`src/rtl/gnn_0_save_scheduler.sv`:
```
// -----------------------------------------------------------------------------
// gnn_0_save_scheduler
//
// Instruction front-end and sequencer for the save unit. Save instructions are
// queued in a small FIFO, optionally gated on a compute->save dependency token,
// split into bounded row chunks and handed to the save unit one chunk at a time
// through an ap_start / ap_done handshake. Completion is counted and can
// release a token back upstream.
//
// Configuration macro:
//   SAVE_SCHED_CHUNK_EN  defined   : transfers are split into CHUNK_ROWS chunks
//                        undefined : the instruction is forwarded unchanged in
//                                    a single command
//
// Ports:
//   aclk, areset           clock, asynchronous active-low reset
//   inst_valid/ready/data  instruction push interface (ready = FIFO not full)
//   save_ap_start          one-cycle start pulse to the save unit
//   save_ctrl_instruction  command to the save unit, held until the next start
//   save_ap_done           save unit completion pulse
//   dep_token_in           one result tile ready (pulse)
//   dep_token_out          pulse after a REL instruction fully completes
//   busy                   sequencer active or instructions queued
//   inst_done_count        completed instruction count (wraps)
//   token_overflow         sticky: token arrived while the counter was full
// -----------------------------------------------------------------------------
module gnn_0_save_scheduler #(
  parameter int SAVE_INST_LENGTH = 96,
  parameter int FIFO_DEPTH       = 4,
  parameter int CHUNK_ROWS       = 16,
  parameter int TOKEN_WIDTH      = 4
) (
  input  logic                        aclk,
  input  logic                        areset,
  input  logic                        inst_valid,
  output logic                        inst_ready,
  input  logic [SAVE_INST_LENGTH-1:0] inst_data,
  output logic                        save_ap_start,
  output logic [SAVE_INST_LENGTH-1:0] save_ctrl_instruction,
  input  logic                        save_ap_done,
  input  logic                        dep_token_in,
  output logic                        dep_token_out,
  output logic                        busy,
  output logic [31:0]                 inst_done_count,
  output logic                        token_overflow
);

  localparam int PTR_W = $clog2(FIFO_DEPTH);
  localparam int CNT_W = $clog2(FIFO_DEPTH + 1);
  localparam logic [TOKEN_WIDTH-1:0] TOKEN_MAX = '1;

  typedef enum logic [2:0] {
    S_IDLE, S_LOAD, S_WAIT_DEP, S_ISSUE, S_WAIT_DONE, S_FINISH
  } state_t;

  state_t                      state;
  logic [SAVE_INST_LENGTH-1:0] cur_inst;
  logic [TOKEN_WIDTH-1:0]      token_cnt;

  // ---------------------------------------------------------------------------
  // Instruction FIFO
  // ---------------------------------------------------------------------------
  logic [SAVE_INST_LENGTH-1:0] fifo_mem [FIFO_DEPTH];
  logic [PTR_W-1:0]            wr_ptr, rd_ptr;
  logic [CNT_W-1:0]            fifo_count, fifo_count_next;
  logic                        push, pop, busy_next, consume, size_zero;

  assign push      = inst_valid && inst_ready;
  assign pop       = (state == S_IDLE) && (fifo_count != '0);
  assign consume   = (state == S_WAIT_DEP) && (token_cnt != '0);
  assign size_zero = (cur_inst[63:48] == 16'd0);

  always_comb begin
    // NOTE: every combinational output gets a default first so no path leaves
    // it unassigned, which would otherwise infer a latch.
    fifo_count_next = fifo_count;
    if (push && !pop)      fifo_count_next = fifo_count + CNT_W'(1);
    else if (pop && !push) fifo_count_next = fifo_count - CNT_W'(1);
  end

  // The FSM returns to IDLE only from FINISH, or stays there when nothing pops.
  assign busy_next = !((state == S_FINISH) || ((state == S_IDLE) && !pop)) ||
                     (fifo_count_next != '0);

  // NOTE: storage is not reset; only the pointers and count define validity,
  // and a reset on the array would cost a flop-based memory for nothing.
  always_ff @(posedge aclk) begin
    if (push) fifo_mem[wr_ptr] <= inst_data;
  end

  // NOTE: sequential state uses non-blocking assignments so every register
  // samples pre-edge values regardless of statement order.
  always_ff @(posedge aclk or negedge areset) begin
    if (!areset) begin
      wr_ptr     <= '0;
      rd_ptr     <= '0;
      fifo_count <= '0;
      inst_ready <= 1'b0;
      busy       <= 1'b0;
    end else begin
      if (push) wr_ptr <= wr_ptr + PTR_W'(1);
      if (pop)  rd_ptr <= rd_ptr + PTR_W'(1);
      fifo_count <= fifo_count_next;
      inst_ready <= (fifo_count_next != CNT_W'(FIFO_DEPTH));
      busy       <= busy_next;
    end
  end

  // ---------------------------------------------------------------------------
  // Dependency token counter (saturating; simultaneous inc+dec cancels out)
  // ---------------------------------------------------------------------------
  always_ff @(posedge aclk or negedge areset) begin
    if (!areset) begin
      token_cnt      <= '0;
      token_overflow <= 1'b0;
    end else begin
      unique case ({dep_token_in, consume})
        2'b10: begin
          if (token_cnt == TOKEN_MAX) token_overflow <= 1'b1;
          else                        token_cnt      <= token_cnt + TOKEN_WIDTH'(1);
        end
        2'b01:   token_cnt <= token_cnt - TOKEN_WIDTH'(1);
        default: ;
      endcase
    end
  end

  // ---------------------------------------------------------------------------
  // Chunk bookkeeping
  // ---------------------------------------------------------------------------
`ifdef SAVE_SCHED_CHUNK_EN
  localparam logic [15:0] CHUNK_LEN = 16'(CHUNK_ROWS);
  logic [15:0] remaining, buf_ptr, dram_ptr, chunk_len;
  logic        unused_dram_size;

  // The original DRAM_SIZE is superseded by the per-chunk length.
  assign unused_dram_size = ^cur_inst[95:80];
  assign chunk_len        = (remaining < CHUNK_LEN) ? remaining : CHUNK_LEN;
`else
  localparam int unused_chunk_rows = CHUNK_ROWS;
`endif

  // ---------------------------------------------------------------------------
  // Sequencer
  // ---------------------------------------------------------------------------
  always_ff @(posedge aclk or negedge areset) begin
    if (!areset) begin
      state                 <= S_IDLE;
      cur_inst              <= '0;
      save_ap_start         <= 1'b0;
      save_ctrl_instruction <= '0;
      dep_token_out         <= 1'b0;
      inst_done_count       <= '0;
`ifdef SAVE_SCHED_CHUNK_EN
      remaining             <= '0;
      buf_ptr               <= '0;
      dram_ptr              <= '0;
`endif
    end else begin
      save_ap_start <= 1'b0;
      dep_token_out <= 1'b0;
      unique case (state)
        S_IDLE: begin
          if (pop) begin
            cur_inst <= fifo_mem[rd_ptr];
            state    <= S_LOAD;
          end
        end
        S_LOAD: begin
`ifdef SAVE_SCHED_CHUNK_EN
          remaining <= cur_inst[63:48];
          buf_ptr   <= cur_inst[47:32];
          dram_ptr  <= cur_inst[79:64];
`endif
          if (cur_inst[0])    state <= S_WAIT_DEP;
          else if (size_zero) state <= S_FINISH;
          else                state <= S_ISSUE;
        end
        S_WAIT_DEP: begin
          if (consume) state <= size_zero ? S_FINISH : S_ISSUE;
        end
        S_ISSUE: begin
          save_ap_start <= 1'b1;
`ifdef SAVE_SCHED_CHUNK_EN
          save_ctrl_instruction <= {chunk_len, dram_ptr, chunk_len, buf_ptr,
                                    cur_inst[31:0]};
`else
          save_ctrl_instruction <= cur_inst;
`endif
          state <= S_WAIT_DONE;
        end
        S_WAIT_DONE: begin
          if (save_ap_done) begin
`ifdef SAVE_SCHED_CHUNK_EN
            remaining <= remaining - chunk_len;
            buf_ptr   <= buf_ptr + chunk_len;
            dram_ptr  <= dram_ptr + chunk_len;
            state     <= (remaining == chunk_len) ? S_FINISH : S_ISSUE;
`else
            state     <= S_FINISH;
`endif
          end
        end
        S_FINISH: begin
          inst_done_count <= inst_done_count + 32'd1;
          dep_token_out   <= cur_inst[1];
          state           <= S_IDLE;
        end
        default: state <= S_IDLE;
      endcase
    end
  end

endmodule

```
`config.mk`:
```
export PLATFORM = sky130hd
export DESIGN_NAME = gnn_0_save_scheduler
export DESIGN_NICKNAME = d
export VERILOG_FILES = /design/src/rtl/gnn_0_save_scheduler.sv
export SDC_FILE = /design/constraint.sdc
export NUM_CORES = 1
export LEC_CHECK = 0
export CAP_MARGIN = 20
export CORE_ASPECT_RATIO = 1.75
export CORE_MARGIN = 8
export CORE_UTILIZATION = 60
export CTS_BUF_LIST = sky130_fd_sc_hd__clkbuf_16
export CTS_CLUSTER_DIAMETER = 50
export DETAILED_ROUTE_END_ITERATION = 6
export PLACE_DENSITY = 0.8
export SLEW_MARGIN = 40
export SYNTH_ARGS = -nofsm -noshare
export SYNTH_HDL_FRONTEND = slang
export SYNTH_SLANG_ARGS = --single-unit
```
`constraint.sdc`:
```
create_clock -name aclk -period 8.6 [get_ports aclk]
set_input_delay 2.58 -clock aclk [delete_from_list [all_inputs] [get_ports aclk]]
set_output_delay 2.58 -clock aclk [all_outputs]
set_load 0.005 [all_outputs]
```
==> flow_summary.toml <==
[sta]
timing_max_transition_violations_final = 0
finalCritPeriodShare = 0.521
max_slew_margin = 0.476
fin_worst_skew_ns = 0.0243
highest_clock_rate_mhz = 223
final_period_minus_worst_setup_slack_ns = 4.48
finalHoldViolCount = 0
grt_setup_unrepaired = "false"
max_slew.worst_pin.slew_ns = 0.787
timing.final.setup_violations = 0
final.setup.tns_ns = 0

[logic_synthesis]
postSynthNetCount = 1464
yosys.area_share.adder = 0.00478
muxShareOfSynthArea = 0.140
post_synth_inst_count = 1354
synth-seq-cells = 627
synth-seq-area-share = 0.747
synth_top_family_by_area = "multiplexers"
synth_ff_type = "edfxtp_1"
fraction_of_synthesized_cell_area_in_xor_and_xnor_cells = 0.0141
synth.cell_area_mm2 = 0.0236
synth_compound_area_frac = 0.00812
synth_simple_gate_area_frac = 0.0713
synthArstFlopShare = 0.388
number_of_enable_type_register_cells_in_the_synthesized_netlist = 384
avgSynthCellArea_um2 = 17.4
yosys_warnings = 0
yosysUniqueCellTypes = 53

[worst_hold_path]
min_path_cells = 2
hold_start = "cur_inst[80]"
hold_end = "save_ctrl_instruction[80]"
holdCritPathClass = "reg -> reg"

[clock_tree]
clockBufferDepth = 3
clk_transition_reported_paths_ns = 0.08
cts_repair_resize_count = 0
post_cts_hold_fix_bufs = 0
clk_latency_ns = 0.59
numClockSinks = 627
cts-htree-levels = 2
cts_made_buffers = 53
cts_root_buffer = "clkbuf_16"
tritoncts = "done"
postCtsSetupBuffers = 0

[route]
postRouteAntennaNets = 0
overall_routed_net_length_um = 49200
route.vias.total = 12300
drt_via_density = 5.75
drtPass1Iterations = 5
dr.first_iter.drc_count = 999
post-route-drc-count = 0
routed_wire_length_per_instance_um = 23.0

[die]
floorplan.initialDensity = 0.604
fp.dieH_um = 278
chipWidth_um = 166
num_rows = 96
core_mm2 = 0.0390
boundaryPins = 234
die-area_mm2 = 0.0461

[layout]
areaGrowthSynthToFinish_pct = 19.4
nets = 1703
stdcell_area_mm2 = 0.0281
fillCellCount = 2337
layout_commonest_cell = "edfxtp_1"
final_cell_count_no_fill = 2139
multiInputGateArea_mm2 = 0.00566
sequential_cell_area_mm2 = 0.0176
layout.cells.most_common_list = "384 x edfxtp_1, 306 x nand2_1, 241 x dfrtp_1"
drive_gt1_frac = 0.191

[critical_path]
top_fanout_value_on_the_critical_path = 49
cp_data_arrival_time_ns = 4.67
endpoint_kind = "flip-flop"
crit_type = "in -> reg"
setup.reg_to_reg.worst_slack_ns = 5.63
crit_path_start_kind = "primary input"
worst_ep_required_time_ns = 8.79
ff2ff_path_depth = 7
rr_endpoint = "cur_inst[25]"
worstReg2RegStart = "fifo_count[0]"

[place]
gp_congestion = 0.760
port-buffer-count = 233
placedCellCount = 2027
detailed_place_hpwl_um = 29600
postPlaceCellArea_mm2 = 0.0264

[grt]
grt_pass1_vias = 13400
grt_antenna_before_repair = 14
grt_first_pass_wirelength_um = 77100
grt-ovfl-total = 0
grt_max_degree = 98
global_route_usage_over_all_layers = 0.216

[power_and_ir_drop]
total_leakage_power_uw = 0.0106
power_per_cell_area_mw_per_mm2 = 345
totalPowerFinal_uw = 9720
maximum_vdd_ir_drop_v = 0.000226

[flow_run]
maxcap_violations = 0

[status]
status = "completed"
[flip-flops by register name (all words and copies together), names as in the netlist]
signal / cells
dep_token_out: 1
state: 3
rd_ptr: 2
save_ap_start: 1
save_ctrl_instruction: 96
token_overflow: 1
fifo_count: 3
wr_ptr: 2
cur_inst: 96
inst_ready: 1
busy: 1
inst_done_count: 32
token_cnt: 4
fifo_mem: 384
[cell families after synthesis]
| logic type | after synthesis |
|---|---|
| flip-flops | 627 |
| AND/OR/NAND/NOR | 384 |
| multiplexers | 197 |
| buffers and inverters | 72 |
| XOR/XNOR | 38 |
| AO/OA/AOI/OAI | 27 |
| adder cells (fa/ha/maj) | 9 |
[worst max path at each step]
stage          startpoint               to  depth (start not counted)
5_1_grt        inst_valid  fifo_mem[2][24]                          3
3_3_place_gp   inst_valid  fifo_mem[1][20]                          3
3_5_place_dp   inst_valid  fifo_mem[2][24]                          3
2_1_floorplan  inst_valid   fifo_mem[0][0]                          1
6_report       inst_valid  fifo_mem[2][22]                          3
4_1_cts        inst_valid  fifo_mem[1][31]                          3
[power breakdown]
part           leakage [uW]  switching (uW)  internal [uW]
Combinational       0.00325            1270           1510
Clock              0.000877            1080           1250
Sequential          0.00648             504           4110
Total                0.0106            2860           6860
[critical path: stages]
cell and delay, ns:
clkdlybuf4s50_1 0.56, and3_4 0.71, buf_4 0.72
[area by class of cell]
cell class,instances,area share
diodes,12,0.00107
repair buffers,246,0.0882
inverters,10,0.00160
flip-flops and latches,627,0.626
multi-input cells,655,0.201
well taps,490,0.0218
clock inverters,45,0.0122
clock buffers,54,0.0480
[synthesized netlist by cell type (5+ instances only)]
library cell / count / area share
nand3_1: 13 / 0.0028
clkbuf_1: 24 / 0.0038
mux2_2: 100 / 0.048
edfxtp_1: 384 / 0.49
dfrtp_1: 243 / 0.26
o21ai_0: 5 / 0.0011
and4_1: 5 / 0.0019
buf_2: 32 / 0.0068
a21oi_1: 5 / 0.0011
nand4_1: 10 / 0.0027
xnor2_1: 30 / 0.011
nor3_1: 5 / 0.0011
mux4_2: 96 / 0.092
nor4_1: 7 / 0.0019
inv_1: 8 / 0.0013
nand2_1: 306 / 0.049
and3_1: 9 / 0.0024
nor2_1: 11 / 0.0018
ha_1: 9 / 0.0048
xor2_1: 8 / 0.0030
[through the flow]
stage / hold WS (ns) / worst slack (ns) / util
floorplan: 0.435 / 3.27 / -
global route: 0.483 / 4.06 / 0.721
CTS: 0.471 / 4.12 / 0.719
finish: 0.465 / 4.12 / 0.721
global placement: 0.445 / 3.56 / 0.675
detailed placement: 0.455 / 3.52 / 0.676
[routing by layer]
layer | part of all wire | vias to the layer above | track usage
li1 | - | 5512 | -
met1 | 0.38 | 6336 | 0.249
met2 | 0.54 | 361 | 0.393
met3 | 0.051 | 80 | 0.0420
met4 | 0.033 | 4 | 0.0840
met5 | 0.00055 | - | 0
(Power assumes the default switching activity.)
